### src/rtl/fib_pkg.sv
// Shared types and constants for the Fibonacci ROM arbiter slice.
package fib_pkg;

  localparam int unsigned NREQ       = 2;
  localparam int unsigned FIB_ADDR_W = 4;
  localparam int unsigned FIB_DATA_W = 6;
  localparam int unsigned FIB_DEPTH  = 10;

  typedef logic [FIB_ADDR_W-1:0] fib_addr_t;
  typedef logic [FIB_DATA_W-1:0] fib_data_t;

  typedef enum logic {PRI0, PRI1} fib_pri_e;

  function automatic logic addr_in_range(input fib_addr_t a);
    return a < fib_addr_t'(FIB_DEPTH);
  endfunction

endpackage

### src/rtl/fib_rr_arb2.sv
// Two-way round-robin arbiter; owns the priority pointer, grants are combinational.
module fib_rr_arb2
  import fib_pkg::*;
(
  input  logic       clk,
  input  logic       rst_n,
  input  logic [1:0] elig,
  input  logic       accept,
  output logic [1:0] grant
);

  fib_pri_e pri;
  fib_pri_e pri_next;

  always_ff @(posedge clk or negedge rst_n) begin
    if (!rst_n) pri <= PRI0;
    else        pri <= pri_next;
  end

  always_comb begin
    pri_next = pri;
    if (accept) pri_next = grant[0] ? PRI1 : PRI0;
  end

  always_comb begin
    grant = '0;
    case (elig)
      2'b01:   grant = 2'b01;
      2'b10:   grant = 2'b10;
      2'b11:   grant = (pri == PRI0) ? 2'b01 : 2'b10;
      default: grant = '0;
    endcase
  end

endmodule

### src/rtl/fib_rom_arbiter.sv
// Shares one Fibonacci ROM read port between two requesters with one-entry response buffers.
// Optional range checking is enabled by defining FIB_ROM_ADDR_CHECK_EN.
module fib_rom_arbiter
  import fib_pkg::*;
(
  input  logic                  clk,
  input  logic                  rst_n,
  input  logic [1:0]            req_valid,
  input  logic [FIB_ADDR_W-1:0] req_addr0,
  input  logic [FIB_ADDR_W-1:0] req_addr1,
  output logic [1:0]            req_ready,
  output logic [1:0]            rsp_valid,
  output logic [FIB_DATA_W-1:0] rsp_data0,
  output logic [FIB_DATA_W-1:0] rsp_data1,
  output logic [1:0]            rsp_err,
  input  logic [1:0]            rsp_ready,
  output logic [FIB_ADDR_W-1:0] rom_addr,
  input  logic [FIB_DATA_W-1:0] rom_data
);

  logic [1:0] elig;
  logic [1:0] grant;
  logic       accept;
  fib_addr_t  sel_addr;
  fib_data_t  ld_data;
  logic       ld_err;

  fib_data_t  data_q [NREQ];
  logic [1:0] valid_q;
  logic [1:0] err_q;

  // rst_n gating keeps req_ready low for the whole reset interval
  always_comb begin
    elig = '0;
    for (int unsigned i = 0; i < NREQ; i++)
      elig[i] = rst_n & req_valid[i] & (~valid_q[i] | rsp_ready[i]);
  end

  fib_rr_arb2 u_arb (
    .clk    (clk),
    .rst_n  (rst_n),
    .elig   (elig),
    .accept (accept),
    .grant  (grant)
  );

  assign accept    = |grant;
  assign req_ready = grant;
  assign sel_addr  = grant[1] ? req_addr1 : req_addr0;

`ifdef FIB_ROM_ADDR_CHECK_EN
  logic oor;
  always_comb begin
    oor      = ~addr_in_range(sel_addr);
    rom_addr = (accept && !oor) ? sel_addr : '0;
    ld_data  = oor ? '0 : rom_data;
    ld_err   = oor;
  end
`else
  always_comb begin
    rom_addr = accept ? sel_addr : '0;
    ld_data  = rom_data;
    ld_err   = 1'b0;
  end
`endif

  // A load wins over a drain, so simultaneous drain+accept keeps valid high
  always_ff @(posedge clk or negedge rst_n) begin
    if (!rst_n) begin
      valid_q <= '0;
      err_q   <= '0;
      for (int unsigned i = 0; i < NREQ; i++) data_q[i] <= '0;
    end else begin
      for (int unsigned i = 0; i < NREQ; i++) begin
        if (grant[i]) begin
          valid_q[i] <= 1'b1;
          data_q[i]  <= ld_data;
          err_q[i]   <= ld_err;
        end else if (valid_q[i] && rsp_ready[i]) begin
          valid_q[i] <= 1'b0;
        end
      end
    end
  end

  assign rsp_valid = valid_q;
  assign rsp_err   = err_q;
  assign rsp_data0 = data_q[0];
  assign rsp_data1 = data_q[1];

endmodule

### config.mk
export PLATFORM = sky130hd
export DESIGN_NAME = fib_rom_arbiter
export DESIGN_NICKNAME = d
export VERILOG_FILES = /design/src/rtl/fib_pkg.sv /design/src/rtl/fib_rr_arb2.sv /design/src/rtl/fib_rom_arbiter.sv
export SDC_FILE = /design/constraint.sdc
export NUM_CORES = 1
export LEC_CHECK = 0
export ABC_AREA = 1
export CAP_MARGIN = 20
export CORE_ASPECT_RATIO = 1.4
export CORE_MARGIN = 3
export CORE_UTILIZATION = 35
export DETAILED_ROUTE_END_ITERATION = 10
export PLACE_DENSITY_LB_ADDON = 0.05
export SLEW_MARGIN = 20
export SYNTH_ARGS = -nofsm -noshare
export SYNTH_HDL_FRONTEND = slang
export SYNTH_HIERARCHICAL = 1
export SYNTH_SLANG_ARGS = --single-unit
### constraint.sdc
create_clock -name clk -period 1.5 [get_ports clk]
set_input_delay 0.15 -clock clk [delete_from_list [all_inputs] [get_ports clk]]
set_output_delay 0.15 -clock clk [all_outputs]
set_load 0.01 [all_outputs]
==> impl_metrics.ini, run 1 <==
[cells_and_area]
final_common_cell = nand2_1
nFillCells = 160
final_cells = 170
postLayoutCoreUtil_pct = 70.4
multiInputGateArea_um2 = 295
layout_common_cells = nand2_1 (45), clkdlybuf4s50_1 (31), buf_4 (15), dfrtp_1 (15), buf_6 (7)
synthToLayoutAreaGrowth_pct = 81.0
final_nets = 171
antenna_cells = 0
drive_gt1_share_pct = 28.7
postLayoutCellArea_um2 = 1300
regArea_um2 = 375

[timing]
fin_worst_skew_ns = 0.00728
slew_viol_final = 0
max_freq_mhz = 581
rsz0062_at_grt = true
timing.final.ws_setup_ns = -0.222
fin_hold_ws_ns = 0.424
hold_viol = 0
setup_viol = 5
tns_ns = -1.01
finalCritPeriodShare_pct = 115
min_period_ns = 1.72

[detailed_routing]
totalWireLength_um = 2040
drc = 0
via_per_inst = 4.50
dr.first_iter.drc_count = 1
ant_nets = 0
vias = 765
avgRoutedWirePerCell_um = 12.0
drt-pass1-iter-count = 3

[run]
cap_violations = 0

[clock_tree]
htree_levels = 1
cts_sinks = 15
cts_inserted_buffers = 3
path_clk_slew_ns = 0.09
tritoncts = built
clk_latency_ns = 0.28
clk_path_buf_depth = 2
root_buffer = clkbuf_4

[min_path]
holdPathStages = 3
hp-class = input pin to flip-flop
hold_path_end = rsp_data0[0]
min_from = rom_data[0]

[critical_path]
arrival_ns = 1.57
r2r-end = rsp_data0[1]
reg2reg_from = rsp_valid[0]
end_kind = output port
crit_fanout = 4
r2r_cells = 9
crit_type = input pin to output port
critical_path_required_ns = 1.35
start_kind = input pin
reg2reg_slack_ns = 0.09

[pwr]
switching_share_pct = 29.6
netSwitchingPower_mw = 0.355
comb_power_share_pct = 37.7
p_seq_share_pct = 43.0
p_total_mw = 1.20
clkPwrFrac_pct = 19.3
ir_drop_v = 0.000748
p_int_mw = 0.844
p_per_area_nw_per_um2 = 923
p_leak_nw = 0.685

[global_route]
antenna_found_initial = 0
grt_pass1_wl_um = 3310
track_usage_pct = 16.9
gr-total-overflow = 0
grt_max_degree = 9
first_global_vias = 779

[logic_synthesis]
synth-seq-cells = 15
syn_area_per_cell_um2 = 7.98
synth_area_leader_cell = dfrtp_1
netlist_instances = 90
ys_seq_area_share_pct = 52.3
syn-cell-area_um2 = 718
synth_top_area_share_pct = 52.3
synthDistinctLibCells = 14
synth_area_leaders = dfrtp_1 (52%), nand2_1 (24%), a21oi_2 (4.9%)
synth_warnings = 6

[place]
dp_cells = 156
place_area_um2 = 1180
port_buffers = 39
place_ws_ns = -0.696
finalWeightedCongestion = 0.724
post-dp-hpwl_um = 1520

[floorplanning]
die_h_um = 59.6
rows = 18
ios = 42
start_util_pct = 38.9
core_um2 = 1850
dieArea_um2 = 2640
die_width_um = 44.3

[outcome]
violations = setup timing
status = finished with violations
==> how the worst max path moves through the flow <==
stage,start,end,slack (ns),cells past startpoint
after floorplan,rsp_valid[0],rom_addr[0],0.08,5
after global placement,rst_n,rom_addr[3],-0.62,8
after detailed placement,rst_n,rom_addr[1],-0.70,8
after CTS,rsp_valid[0],rom_addr[2],-0.21,8
after global routing,rsp_valid[0],rom_addr[2],-0.32,8
final,rsp_ready[0],rom_addr[2],-0.22,10
==> sequential cells by signal (all words and copies together), names as in the netlist <==
| name | count |
|---|---|
| rsp_data1 | 6 |
| u_arb/pri | 1 |
| rsp_data0 | 6 |
| rsp_valid | 2 |
==> cell usage after synthesis, drive strengths merged <==
cell type	instances
a21oi	6
conb	1
and2	1
nand2	46
buf	5
dfrtp	15
inv	6
a21boi	1
nand3	1
nor2	8
==> critical path: stages <==
cell             delay [ns]
clkdlybuf4s50_1        0.47
inv_2                  0.04
a21oi_2                0.15
buf_4                  0.14
a21boi_2               0.05
buf_4                  0.15
buf_6                  0.13
a21oi_2                0.10
nor2_1                 0.05
buf_2                  0.13
==> per-layer routing <==
layer | track usage [%] | share of wire, % | vias to the layer above | routed length [µm]
met4 | 5.17 | 0.44 | 0 | 9
li1 | - | - | 388 | -
met1 | 19.2 | 40 | 352 | 813
met2 | 31.5 | 54 | 23 | 1110
met5 | 0 | 0 | - | 0
met3 | 2.43 | 5.2 | 2 | 106
==> layout make-up <==
type	count	area share, %
inverter	6	1.92
multi-input combinational	65	22.7
sequential	15	28.9
clock buffer	4	2.02
tap	20	1.92
timing repair buffer	60	42.5
==> logic make-up after synthesis <==
kind of cell / after synthesis / share of synthesized area (%)
simple gates: 56 / 30.5
other cells: 1 / 0.522
flops: 15 / 52.3
buf+inv: 11 / 9.41
compound gates: 7 / 7.32
==> repair_timing <==
item	4_1_cts	5_1_grt
gates resized for setup	36	7
hold endpoints to repair	15	0
setup buffers	6	6
pin swaps	2	0
hold buffers	1	0
setup endpoints to repair	14	14
==> power by group through the flow <==
stage	Combinational (mW)	Clock, mW	Sequential [mW]
after floorplan	0.125	0	0.554
after global placement	0.420	0	0.521
after detailed placement	0.428	0	0.522
after CTS	0.443	0.237	0.516
after global routing	0.495	0.250	0.526
final	0.452	0.231	0.516
No activity file was read; power rests on OpenSTA's default activity.
==> inputs of run 2 (changes only) <==
- CAP_MARGIN: 20 -> default
==> results of run 2 <==
No change in the layout: final DEF, timing and power equal those of run 1.
==> RTL edit (config.mk and constraints of run 1) <==
The package constant `FIB_ADDR_W` goes from 4 to 3.
--- a/src/rtl/fib_pkg.sv
+++ b/src/rtl/fib_pkg.sv
@@ -4,3 +4,3 @@
   localparam int unsigned NREQ       = 2;
-  localparam int unsigned FIB_ADDR_W = 4;
+  localparam int unsigned FIB_ADDR_W = 3;
   localparam int unsigned FIB_DATA_W = 6;
Ports: changed (resized req_addr0, req_addr1 and rom_addr); port bits go from 42 to 39. The function was not compared with the original's and may differ.
==> RTL edit against run 1 <==
- the flow still finishes with violations (setup timing)
- register-to-register slack worse by 0.04 ns
- power decreased by 1.5%
- maximum frequency up 5.5%
- wire length shrank 1.9%
- design area decreased by 3.8%
- worst hold slack better by 0.010 ns
- synthesized area decreased by 0.17%
- sequential cell count is the same
- setup slack better by 0.089 ns
- global-route usage shrank 0.22 points
- sequential share of layout area increased by 1.2 points
- critical path type is now reg -> out
- combinational power fell by 4%
- largest power group unchanged
==> RTL edit: results (changes against run 1) <==
status complete, but fails checks (unchanged); failing checks setup timing (unchanged); Final GP Congestion 0.719 (was 0.724); Synth cell types 17 (was 14); placed inst area 0.00114 mm^2 (was 0.00118 mm^2); placed instance count 150 (was 156); count of input and output buffers 36 (was 39); fillers 175 (was 160); Layout Cells excl Fill 160 (was 170); combinational share of power 0.367 (was 0.377); fraction of layout cells with a size suffix above 1 0.264 (was 0.287); CP arrival 1.48 ns (was 1.57 ns); met1 Usage GRT 0.195 (was 0.192); clock share of power 0.196 (was 0.193); wire length on met3 68 um (was 106 um); GR Util met2 0.306 (was 0.315); Worst Skew 0.00258 ns (was 0.00728 ns); Max VDD drop 0.000688 V (was 0.000748 V); via count of the first global-routing pass 757 (was 779); P_int 829 uW (was 844 uW); flop2flop setup slack 0.05 ns (was 0.09 ns); Syn Inst Count 87 (was 90); Compound-Gate Fraction of Synth Area 0.0454 (was 0.0732); final setup violation count 4 (was 5); Initial DRC Count 5 (was 1); drt total wl 2000 um (was 2040 um); met2 wire length 1140 um (was 1110 um); post-route setup slack -0.132 ns (was -0.222 ns); TritonRoute pass-1 iters 2 (was 3)
RTL edit: metrics by stage:
step	TNS, ns	hold WS [ns]
3_3_place_gp	-7.08	0.455
2_1_floorplan	0	-0.146
4_1_cts	-0.487	0.435
6_report	-0.413	0.434
3_5_place_dp	-7.54	0.458
5_1_grt	-1.07	0.445
RTL edit: worst max-delay path, stage by stage, from the launching register on:
cell      delay (ns)
dfrtp_1         0.41
a21oi_2         0.17
a21boi_2        0.19
buf_6           0.14
inv_6           0.05
nor2_4          0.07
nor2_2          0.04
buf_2           0.14
RTL edit: cell type report:
cell class | count | area (um^2) | share of cell area
clock buffer | 4 | 26.3 | 0.0210
inverter | 6 | 27.5 | 0.0220
multi-input combinational | 62 | 294 | 0.235
sequential | 15 | 375 | 0.300
tap | 20 | 25.0 | 0.0200
timing repair buffer | 53 | 502 | 0.401
RTL edit: repair_timing:
action	CTS	global route
hold buffers	1	0
gates resized for setup	24	10
pin swaps	2	3
hold endpoints to repair	15	0
buffers inserted	2	3
setup endpoints to repair	12	8
